File: config.mk
export PLATFORM = sky130hd
export DESIGN_NAME = pzcorebus_response_arbiter
export DESIGN_NICKNAME = d
export VERILOG_FILES = /design/src/rtl/pzcorebus_pkg.sv /design/src/rtl/pzbcm_skid_buffer_sync.sv /design/src/rtl/pzcorebus_response_arbiter.sv
export SDC_FILE = /design/constraint.sdc
export NUM_CORES = 1
export LEC_CHECK = 0
export BUFFER_PORTS_ARGS = -buffer_cell sky130_fd_sc_hd__buf_2
export CORE_ASPECT_RATIO = 1.5
export CORE_MARGIN = 3
export CORE_UTILIZATION = 35
export DETAILED_ROUTE_END_ITERATION = 6
export GPL_TIMING_DRIVEN = 0
export SKIP_CTS_REPAIR_TIMING = 1
export SLEW_MARGIN = 20
export SYNTH_ARGS = -nofsm -noshare
export SYNTH_HDL_FRONTEND = slang
export SYNTH_HIERARCHICAL = 1
export SYNTH_SLANG_ARGS = --single-unit
File: constraint.sdc
create_clock -name i_clk -period 5.75 [get_ports i_clk]
set_input_delay 0 -clock i_clk [delete_from_list [all_inputs] [get_ports i_clk]]
set_output_delay 0 -clock i_clk [all_outputs]
set_load 0.005 [all_outputs]
File: src/rtl/pzcorebus_pkg.sv
// Package: pzcorebus_pkg
// Purpose: corebus configuration type and helpers for deriving the packed
//          response layout. A packed response is {last, id, data} with the
//          last flag in the most significant bit.
// Contents:
//   pzcorebus_config                 - bus configuration (0 fields select defaults)
//   get_packed_response_width(cfg)   - total packed response width
//   get_response_last_position(cfg)  - bit index of the last flag
package pzcorebus_pkg;

  typedef struct packed {
    logic [7:0]  id_width;
    logic [15:0] data_width;
  } pzcorebus_config;

  localparam int DEFAULT_ID_WIDTH   = 4;
  localparam int DEFAULT_DATA_WIDTH = 16;

  function automatic int get_id_width(pzcorebus_config cfg);
    return (cfg.id_width == '0) ? DEFAULT_ID_WIDTH : int'(cfg.id_width);
  endfunction

  function automatic int get_data_width(pzcorebus_config cfg);
    return (cfg.data_width == '0) ? DEFAULT_DATA_WIDTH : int'(cfg.data_width);
  endfunction

  function automatic int get_packed_response_width(pzcorebus_config cfg);
    return 1 + get_id_width(cfg) + get_data_width(cfg);
  endfunction

  function automatic int get_response_last_position(pzcorebus_config cfg);
    return get_packed_response_width(cfg) - 1;
  endfunction

endpackage

File: src/rtl/pzbcm_skid_buffer_sync.sv
// Module: pzbcm_skid_buffer_sync
// Purpose: 2-entry valid/ready skid buffer. Sustains one beat per cycle,
//          preserves order, and presents registered outputs downstream.
// Ports:
//   i_clk, i_rst      - clock, synchronous active-high reset (control only)
//   i_valid/o_ready   - upstream handshake; o_ready = fewer than 2 entries
//   i_data            - upstream data
//   o_valid/i_ready   - downstream handshake
//   o_data            - downstream data (head entry)
module pzbcm_skid_buffer_sync #(
  parameter int WIDTH = 8
)(
  input  logic             i_clk,
  input  logic             i_rst,
  input  logic             i_valid,
  output logic             o_ready,
  input  logic [WIDTH-1:0] i_data,
  output logic             o_valid,
  input  logic             i_ready,
  output logic [WIDTH-1:0] o_data
);

  logic [1:0]       count;
  logic             wr_ptr;
  logic             rd_ptr;
  logic [WIDTH-1:0] mem [2];
  logic             push;
  logic             pop;

  assign o_ready = (count != 2'd2);
  assign o_valid = (count != 2'd0);
  assign o_data  = mem[rd_ptr];
  assign push    = i_valid & o_ready;
  assign pop     = o_valid & i_ready;

  always_ff @(posedge i_clk) begin
    if (i_rst) begin
      count  <= 2'd0;
      wr_ptr <= 1'b0;
      rd_ptr <= 1'b0;
    end else begin
      if (push) wr_ptr <= ~wr_ptr;
      if (pop)  rd_ptr <= ~rd_ptr;
      case ({push, pop})
        2'b10:   count <= count + 2'd1;
        2'b01:   count <= count - 2'd1;
        default: count <= count;
      endcase
    end
  end

  // Storage carries no reset; occupancy is tracked by count alone.
  always_ff @(posedge i_clk) begin
    if (push) mem[wr_ptr] <= i_data;
  end

endmodule

File: src/rtl/pzcorebus_response_arbiter.sv
// Module: pzcorebus_response_arbiter
// Purpose: merges SLAVES upstream response streams into one. Round-robin per
//          burst: a multi-beat response stays locked to its source until its
//          last beat. A grant presented but not accepted is held so the output
//          never changes while valid and unaccepted. Optional 2-entry skid
//          buffer on the output (REGISTERED_OUTPUT=1, latency 1).
// Ports:
//   i_clk, i_rst     - clock, synchronous active-high reset
//   i_sresp_valid    - per-source valid          o_mresp_accept - per-source accept
//   i_sresp          - per-source packed response
//   o_sresp_valid    - merged valid              i_mresp_accept - downstream accept
//   o_sresp          - merged packed response
//   o_grant          - one-hot source of the beat presented to the arbiter stage
module pzcorebus_response_arbiter
  import pzcorebus_pkg::*;
#(
  parameter pzcorebus_config BUS_CONFIG = '0,
  parameter int              SLAVES = 2,
  parameter bit              REGISTERED_OUTPUT = 1,
  localparam int             RW = get_packed_response_width(BUS_CONFIG)
)(
  input  logic                       i_clk,
  input  logic                       i_rst,
  input  logic [SLAVES-1:0]          i_sresp_valid,
  output logic [SLAVES-1:0]          o_mresp_accept,
  input  logic [SLAVES-1:0][RW-1:0]  i_sresp,
  output logic                       o_sresp_valid,
  input  logic                       i_mresp_accept,
  output logic [RW-1:0]              o_sresp,
  output logic [SLAVES-1:0]          o_grant
);

  localparam int IDX_W = (SLAVES > 1) ? $clog2(SLAVES) : 1;

  function automatic logic [IDX_W-1:0] wrap_add(input logic [IDX_W-1:0] base,
                                                input int unsigned       off);
    int unsigned s;
    s = 32'(base) + off;
    if (s >= SLAVES) s = s - SLAVES;
    return IDX_W'(s);
  endfunction

  logic              stage_ready;
  logic              vld_p0;
  logic [RW-1:0]     data_p0;
  logic [SLAVES-1:0] grant_p0;

  // ---- stage p0: source selection ----
  generate
    if (SLAVES == 1) begin : g_single
      assign vld_p0   = i_sresp_valid[0] & ~i_rst;
      assign data_p0  = i_sresp[0];
      assign grant_p0 = vld_p0;
    end else begin : g_arb
      localparam int LAST_POS = get_response_last_position(BUS_CONFIG);

      logic             lock;
      logic             hold;
      logic [IDX_W-1:0] lock_idx;
      logic [IDX_W-1:0] hold_idx;
      logic [IDX_W-1:0] rr_ptr;
      logic [IDX_W-1:0] gidx;
      logic             found;
      logic             push;

      // Lock outranks hold: a locked burst keeps its source even if a held
      // grant exists, and a held grant is never re-arbitrated.
      always_comb begin
        gidx  = rr_ptr;
        found = 1'b0;
        if (lock) begin
          gidx  = lock_idx;
          found = 1'b1;
        end else if (hold) begin
          gidx  = hold_idx;
          found = 1'b1;
        end else begin
          for (int unsigned k = 0; k < SLAVES; k++) begin
            if (!found && i_sresp_valid[wrap_add(rr_ptr, k)]) begin
              gidx  = wrap_add(rr_ptr, k);
              found = 1'b1;
            end
          end
        end
      end

      assign vld_p0  = found & i_sresp_valid[gidx] & ~i_rst;
      assign data_p0 = i_sresp[gidx];
      assign push    = vld_p0 & stage_ready;

      always_comb begin
        grant_p0       = '0;
        grant_p0[gidx] = vld_p0;
      end

      always_ff @(posedge i_clk) begin
        if (i_rst) begin
          lock     <= 1'b0;
          hold     <= 1'b0;
          lock_idx <= '0;
          hold_idx <= '0;
          rr_ptr   <= '0;
        end else if (push) begin
          hold <= 1'b0;
          if (data_p0[LAST_POS]) begin
            lock   <= 1'b0;
            rr_ptr <= wrap_add(gidx, 1);
          end else begin
            lock     <= 1'b1;
            lock_idx <= gidx;
          end
        end else if (vld_p0) begin
          hold     <= 1'b1;
          hold_idx <= gidx;
        end else begin
          hold <= 1'b0;
        end
      end
    end
  endgenerate

  assign o_mresp_accept = grant_p0 & {SLAVES{stage_ready}};
  assign o_grant        = grant_p0;

  // ---- stage p1: optional output register ----
  generate
    if (REGISTERED_OUTPUT) begin : g_reg
      logic buf_ready;
      pzbcm_skid_buffer_sync #(
        .WIDTH (RW)
      ) u_skid (
        .i_clk   (i_clk),
        .i_rst   (i_rst),
        .i_valid (vld_p0),
        .o_ready (buf_ready),
        .i_data  (data_p0),
        .o_valid (o_sresp_valid),
        .i_ready (i_mresp_accept),
        .o_data  (o_sresp)
      );
      assign stage_ready = buf_ready;
    end else begin : g_comb
      assign stage_ready   = i_mresp_accept;
      assign o_sresp_valid = vld_p0;
      assign o_sresp       = data_p0;
    end
  endgenerate

endmodule

==> results of run 1 <==
## worst max-delay path by stage
stage / slack [ns] / end / cells past startpoint / from
floorplan: 3.72 / g_reg.u_skid/mem[1][0]$_DFFE_PP_ / 5 / g_arb.lock$_SDFFE_PP0P_
global placement: 3.24 / g_reg.u_skid/mem[1][8]$_DFFE_PP_ / 5 / g_arb.lock$_SDFFE_PP0P_
detailed placement: 3.25 / g_reg.u_skid/mem[1][4]$_DFFE_PP_ / 5 / g_arb.lock$_SDFFE_PP0P_
CTS: 3.23 / g_reg.u_skid/mem[1][13]$_DFFE_PP_ / 5 / g_arb.lock$_SDFFE_PP0P_
global route: 2.95 / g_reg.u_skid/mem[1][11]$_DFFE_PP_ / 7 / g_arb.lock$_SDFFE_PP0P_
finish: 3.15 / g_reg.u_skid/mem[0][11]$_DFFE_PP_ / 7 / g_arb.lock$_SDFFE_PP0P_
## critical path, stage by stage, from the launching register on
cell and delay, ns:
dfxtp_1 0.31, clkbuf_1 0.34, nand2_1 0.12, o21a_1 0.20
nor2_4 0.26, buf_6 0.23, mux2_4 0.31, dlygate4sd3_1 0.57
## routing by layer
metal  track usage (%)  vias up  share of wire, %
met4              3.44        0               1.1
met1              14.4      770                43
met5                 0        -                 0
met3              2.42        7               6.6
met2              19.9       55                49
li1                  -      782                 -
## registers in the layout, indices dropped and copies added, names as in the netlist, named ones only
| signal | count |
|---|---|
| g_arb.hold | 1 |
| g_arb.hold_idx | 1 |
| g_arb.lock | 1 |
| g_arb.lock_idx | 1 |
| g_arb.rr_ptr | 1 |
| g_reg.u_skid/count | 2 |
| g_reg.u_skid/mem | 42 |
| g_reg.u_skid/rd_ptr | 1 |
| g_reg.u_skid/wr_ptr | 1 |
## power by group
group          switching (mW)  internal [mW]
registers              0.0251          0.509
logic                   0.242          0.270
clock network           0.114          0.129
total                   0.381          0.908
## kinds of logic after synthesis
kind of cell	Yosys count	synth area share, %
adders and majority gates	1	0.510
and+or+nand+nor	26	6.28
DFF	52	59.6
AOI/OAI and AO/OA	26	8.37
buffers and inverters	10	2.24
xor gates and xnor gates	3	1.07
muxes	43	21.9
## final cells by class
class                      instances  area, sq um
buffer                             5         36.3
clock buffer                       5         68.8
clock inverter                     3         42.5
fill                             628         3610
inverter                           5         18.8
multi-input combinational         99          937
sequential                        52         1460
tap                               76         95.1
timing repair buffer              76          400
## synthesized netlist by cell type
cell	number
a31o_2	1
o21a_1	2
dfxtp_1	10
ha_1	1
a21oi_1	7
a2111o_1	1
mux2i_1	2
xnor2_1	2
o21ai_0	4
nand3b_1	1
nor2b_2	1
edfxtp_1	42
nand3_1	1
mux2_4	15
buf_6	2
o31ai_1	1
nor3_1	3
a41oi_1	2
a21o_1	2
and4_1	1
buf_2	2
o311a_1	1
a311oi_1	1
or3_1	1
and3_1	2
inv_1	5
mux2_2	26
nor2b_1	3
a2111oi_0	1
nor2_4	1
a2111oi_4	1
nor2_1	6
xor2_1	1
nand2b_4	1
clkbuf_1	1
nand2b_1	1
o31a_2	1
or2_2	1
a21bo_2	1
nand2_1	3
==> flow_summary.toml, run 1 <==
[run_status]
status = "finished, final reports clean"

[cells_and_area]
fin_area_sq_mm = 0.00306
fin_util_pct = 45.9
area_growth_pct = 24.8
drive_above_1_share_pct = 54.3
layout.nets = 292
final_cells = 321
antenna_cells = 0
mostFrequentLayoutCell = "buf_2"
layout_common_cells = "74 x buf_2, 42 x edfxtp_1, 26 x mux2_2, 15 x mux2_4, 10 x dfxtp_1"

[cts]
tritoncts = "built"
clk_pin_slew_ns = 0.09
numCtsBuffers = 5
insertion_delay_ns = 0.29
htreeDepth = 2
cts_root_buf = "clkbuf_8"
clock_path_buffers = 2
cts_sinks = 52

[setup_path]
path_max_fanout = 10
end_kind = "register"
rrSetupSlack_ns = 3.15
crit_required_ns = 5.80
r2r_cells = 7
crit_arrival_ns = 2.64
rr_startpoint = "g_arb.lock$_SDFFE_PP0P_"
crit_type = "register to register"
r2r-end = "g_reg.u_skid/mem[0][11]$_DFFE_PP_"
cp-start-kind = "register"

[yosys]
ys_seq_area_share_pct = 59.6
avgSynthCellArea_sq_um = 15.2
synth_nets = 209
synth.distinct_cells = 40
ys_top_cells_by_area = "edfxtp_1 51%, mux2_2 12%, mux2_4 9.2%"
yosysTopAreaCell = "edfxtp_1"
yosysWarningCount = 6
synth-seq-cells = 52
synth.top_cell.area_share_pct = 51.4
syn_area_sq_mm = 0.00245
synth_cells = 161

[placed_design]
dpl.hpwl_mm = 3.33
post_dp_cell_area_sq_mm = 0.00291
dp.cells = 309
pre_cts_slack_ns = 3.25
gp_congestion = 0.828
io_buffers = 72

[power_and_ir_drop]
p_per_area_mw_per_mm2 = 421
leakagePower_nw = 1.25
power_mw = 1.29
ir_drop_v = 0.000217

[die]
fp.dieW_microns = 74.3
num_io_pins = 73
row_count = 36
die-height_microns = 109
dieArea_sq_mm = 0.00807
initial_utilization_pct = 36.8
core_sq_mm = 0.00667

[global_routing]
grt_max_degree = 22
antenna_found_initial = 0
track_usage_pct = 11.6
grt-ovfl-total = 0
grt_pass1_vias = 1510
grt_first_pass_wirelength_mm = 7.17

[sta]
slew_headroom_pct = 42.6
timing.hold.ws_ns = 0.0163
max_freq_mhz = 385
final.setup.tns_ns = 0
hold_viol = 0
rsz0062_at_grt = "false"
period_share_pct = 45.2
worstMarginPinSlew_ns = 0.860
report.final.slew_viol_count = 0
fin_skew_ns = 0.00484
setup_violations = 0
fin_crit_ns = 2.60
setup_ws_ns = 3.15

[detailed_routing]
drtAntennaViolNets = 0
drc = 0
vias = 1614
firstDrtPassIters = 4
routed_wl_mm = 4.71
first_iter_violations = 88
wl_per_cell_microns = 14.7
avgViaCountPerCell = 5.03

[worst_hold_path]
hold_depth = 2
hold_path_startpoint = "i_sresp[12]"
hold_path_end = "g_reg.u_skid/mem[1][12]$_DFFE_PP_"
hp-class = "primary input to register"

[flow_run]
drv_cap = 0
No activity file was read; power rests on OpenSTA's default activity.
==> inputs of run 2 (changes only) <==
ABC_AREA = 1   (was unset)
clock period = 2.7 ns   (was 5.75 ns; I/O delays follow)
==> run 2 against run 1 <==
  * The run now ends with hold timing left
  * Combinational power increased by 18%
  * Power increased by 57%
  * Final area decreased by 1.2%
  * Critical path depth increased by 2
  * Via count increased by 6.9%
  * Core utilization decreased by 0.24 points
  * Critical endpoint is now g_reg.u_skid/mem[0][12]$_DFFE_PP_
  * Highest routed layer unchanged
==> flow_summary.toml, run 2 <==
[setup_path]
crit_type = "register to register"
crit_chain = "inv_1 > a21oi_1 > nand2_1 > nand2_2 > a21oi_1 > nor2_4 > nand2_2 > nor2_2 > buf_8"
rr_startpoint = "g_arb.rr_ptr$_SDFFE_PP0P_"
crit_arrival_ns = 2.09
end_kind = "register"
cp-startpoint = "g_arb.rr_ptr$_SDFFE_PP0P_"
cp-start-kind = "register"
crit_required_ns = 2.71
critPathSlowestCell = "nor2_2"
critPathMaxStageDelay_ns = 0.41
path_max_fanout = 14

[die]
die-height_microns = 108
core_sq_mm = 0.00662
initial_utilization_pct = 36.6
fp.dieW_microns = 73.9
row_count = 36
dieArea_sq_mm = 0.00797
num_io_pins = 73

[sta]
report.final.slew_viol_count = 0
hold_viol = 13
fin_crit_ns = 2.08
max_freq_mhz = 481
worstMarginPinSlew_ns = 0.502
slew_headroom_pct = 66.5
fin_skew_ns = 0.00580
rsz0062_at_grt = "false"
period_share_pct = 77.0
timing.hold.ws_ns = -0.0129
final.setup.tns_ns = 0
setup_violations = 0

[placed_design]
dpl.hpwl_mm = 3.50
dp.cells = 370
gp_congestion = 0.741
io_buffers = 72

[power_and_ir_drop]
power_mw = 2.03
p_per_area_mw_per_mm2 = 671
ir_drop_v = 0.000302
leakagePower_nw = 1.40

[detailed_routing]
avgViaCountPerCell = 4.53
vias = 1726
routed_wl_mm = 4.52
first_iter_violations = 50
drtAntennaViolNets = 0
firstDrtPassIters = 4
drc = 0
wl_per_cell_microns = 11.9

[global_routing]
track_usage_pct = 11.6
grt_first_pass_wirelength_mm = 7.00
grt_pass1_vias = 1503
grt-ovfl-total = 0
grt_max_degree = 16
antenna_found_initial = 0

[yosys]
synth.distinct_cells = 21
avgSynthCellArea_sq_um = 11.0
yosysWarningCount = 6
synth_flop_cell = "edfxtp_1"
synth.top_cell.area_share_pct = 52.1
synth_commonest_cells = "81 x nand2_1, 42 x edfxtp_1, 20 x mux2_4"
ys_seq_area_share_pct = 60.4
synth.most_common_cell = "nand2_1"
synth_cells = 220
synth-seq-cells = 52
async_reset_ff_share_pct = 0
synth_nets = 268
ys_top_cells_by_area = "edfxtp_1 52%, nand2_1 13%, mux2_4 12%"
yosysTopAreaCell = "edfxtp_1"
synth_enable_flop_cells = 42
syn_area_sq_mm = 0.00242

[cells_and_area]
area_growth_pct = 24.9
final_cells = 381
layout.nets = 352
antenna_cells = 0
largest_register_ff_count = 42
drive_above_1_share_pct = 40.3
reg_top3 = "g_reg.u_skid/mem: 42 flops, g_reg.u_skid/count: 2 flops"
layout_common_cells = "81 x nand2_1, 76 x buf_2, 42 x edfxtp_1, 20 x mux2_4, 15 x inv_1"
largest_register = "g_reg.u_skid/mem"
mostFrequentLayoutCell = "nand2_1"

[run_status]
failed_checks = "hold timing"
status = "complete, but fails checks"

[cts]
tritoncts = "built"
htreeDepth = 2
cts_root_buf = "clkbuf_8"
numCtsBuffers = 5
clk_pin_slew_ns = 0.09
clock_path_buffers = 2
insertion_delay_ns = 0.30
cts_sinks = 52

[worst_hold_path]
hp-class = "primary input to register"
hold_path_startpoint = "i_sresp[38]"

[flow_run]
drv_cap = 0
## run 2: cell types whose count changed after synthesis, moves of 3 or more
cell / previous run / this run
mux2_2: 26 / 1
mux2_4: 15 / 20
nand2_1: 3 / 81
nor3_1: 3 / 0
nor2_1: 6 / 12
inv_1: 5 / 15
inv_2: 0 / 4
nand2_2: 0 / 4
nand3_1: 1 / 4
nor2b_1: 3 / 0
## run 2: cell type report
class	instances	area, sq um
buffer	6	42.5
clock buffer	5	68.8
clock inverter	3	13.8
fill	644	3600
inverter	19	71.3
multi-input combinational	143	851
sequential	52	1460
tap	76	95.1
timing repair buffer	77	420
## run 2: power breakdown
part / internal [mW] / switching (mW)
clock: 0.176 / 0.235
combinational: 0.290 / 0.314
sequential: 0.982 / 0.0325
## run 2: path summary, 6_finish.rpt
check / to / slack (ns) / depth (start not counted)
max reg2reg: g_reg.u_skid/mem[0][12]$_DFFE_PP_ / 0.62 / 9
min: g_reg.u_skid/mem[0][17]$_DFFE_PP_ / -0.01 / 3
min reg2reg: g_arb.hold_idx$_SDFFE_PP0P_ / 0.47 / 2
max: g_reg.u_skid/mem[0][12]$_DFFE_PP_ / 0.62 / 9
## run 2: layer usage
layer | vias to the layer above | wire [microns] | part of all wire (%) | GRT usage (%)
li1 | 895 | - | - | -
met1 | 788 | 1730 | 38 | 13.0
met2 | 38 | 2500 | 55 | 20.9
met3 | 5 | 221 | 4.9 | 2.52
met4 | 0 | 66 | 1.5 | 4.27
met5 | - | 0 | 0 | 0
## run 2: per-stage QoR
stage	instance area (sq um)	hold slack [ns]	util (%)	setup slack, ns
floorplan	2420	0.0691	-	0.397
global placement	2880	0.251	43.4	-0.222
detailed placement	2910	0.253	44.0	0.598
CTS	2990	-0.0695	45.2	0.585
global route	3020	0.000309	45.7	0.485
finish	3020	-0.0129	45.7	0.620
## run 2: cell families after synthesis
group | synth area share, %
compound gates | 2.69
mux | 12.9
flops | 60.4
fa+ha+maj | 0.517
simple gates | 18.9
buf+inv | 4.70
## run 2: worst max-delay path: cells and delay by family, from the launching register on
kind / cells / cell delay (ns)
buffers and inverters: 2 / 0.28
AO/OA/AOI/OAI: 2 / 0.21
AND/OR/NAND/NOR: 5 / 0.91
flip-flops: 1 / 0.37
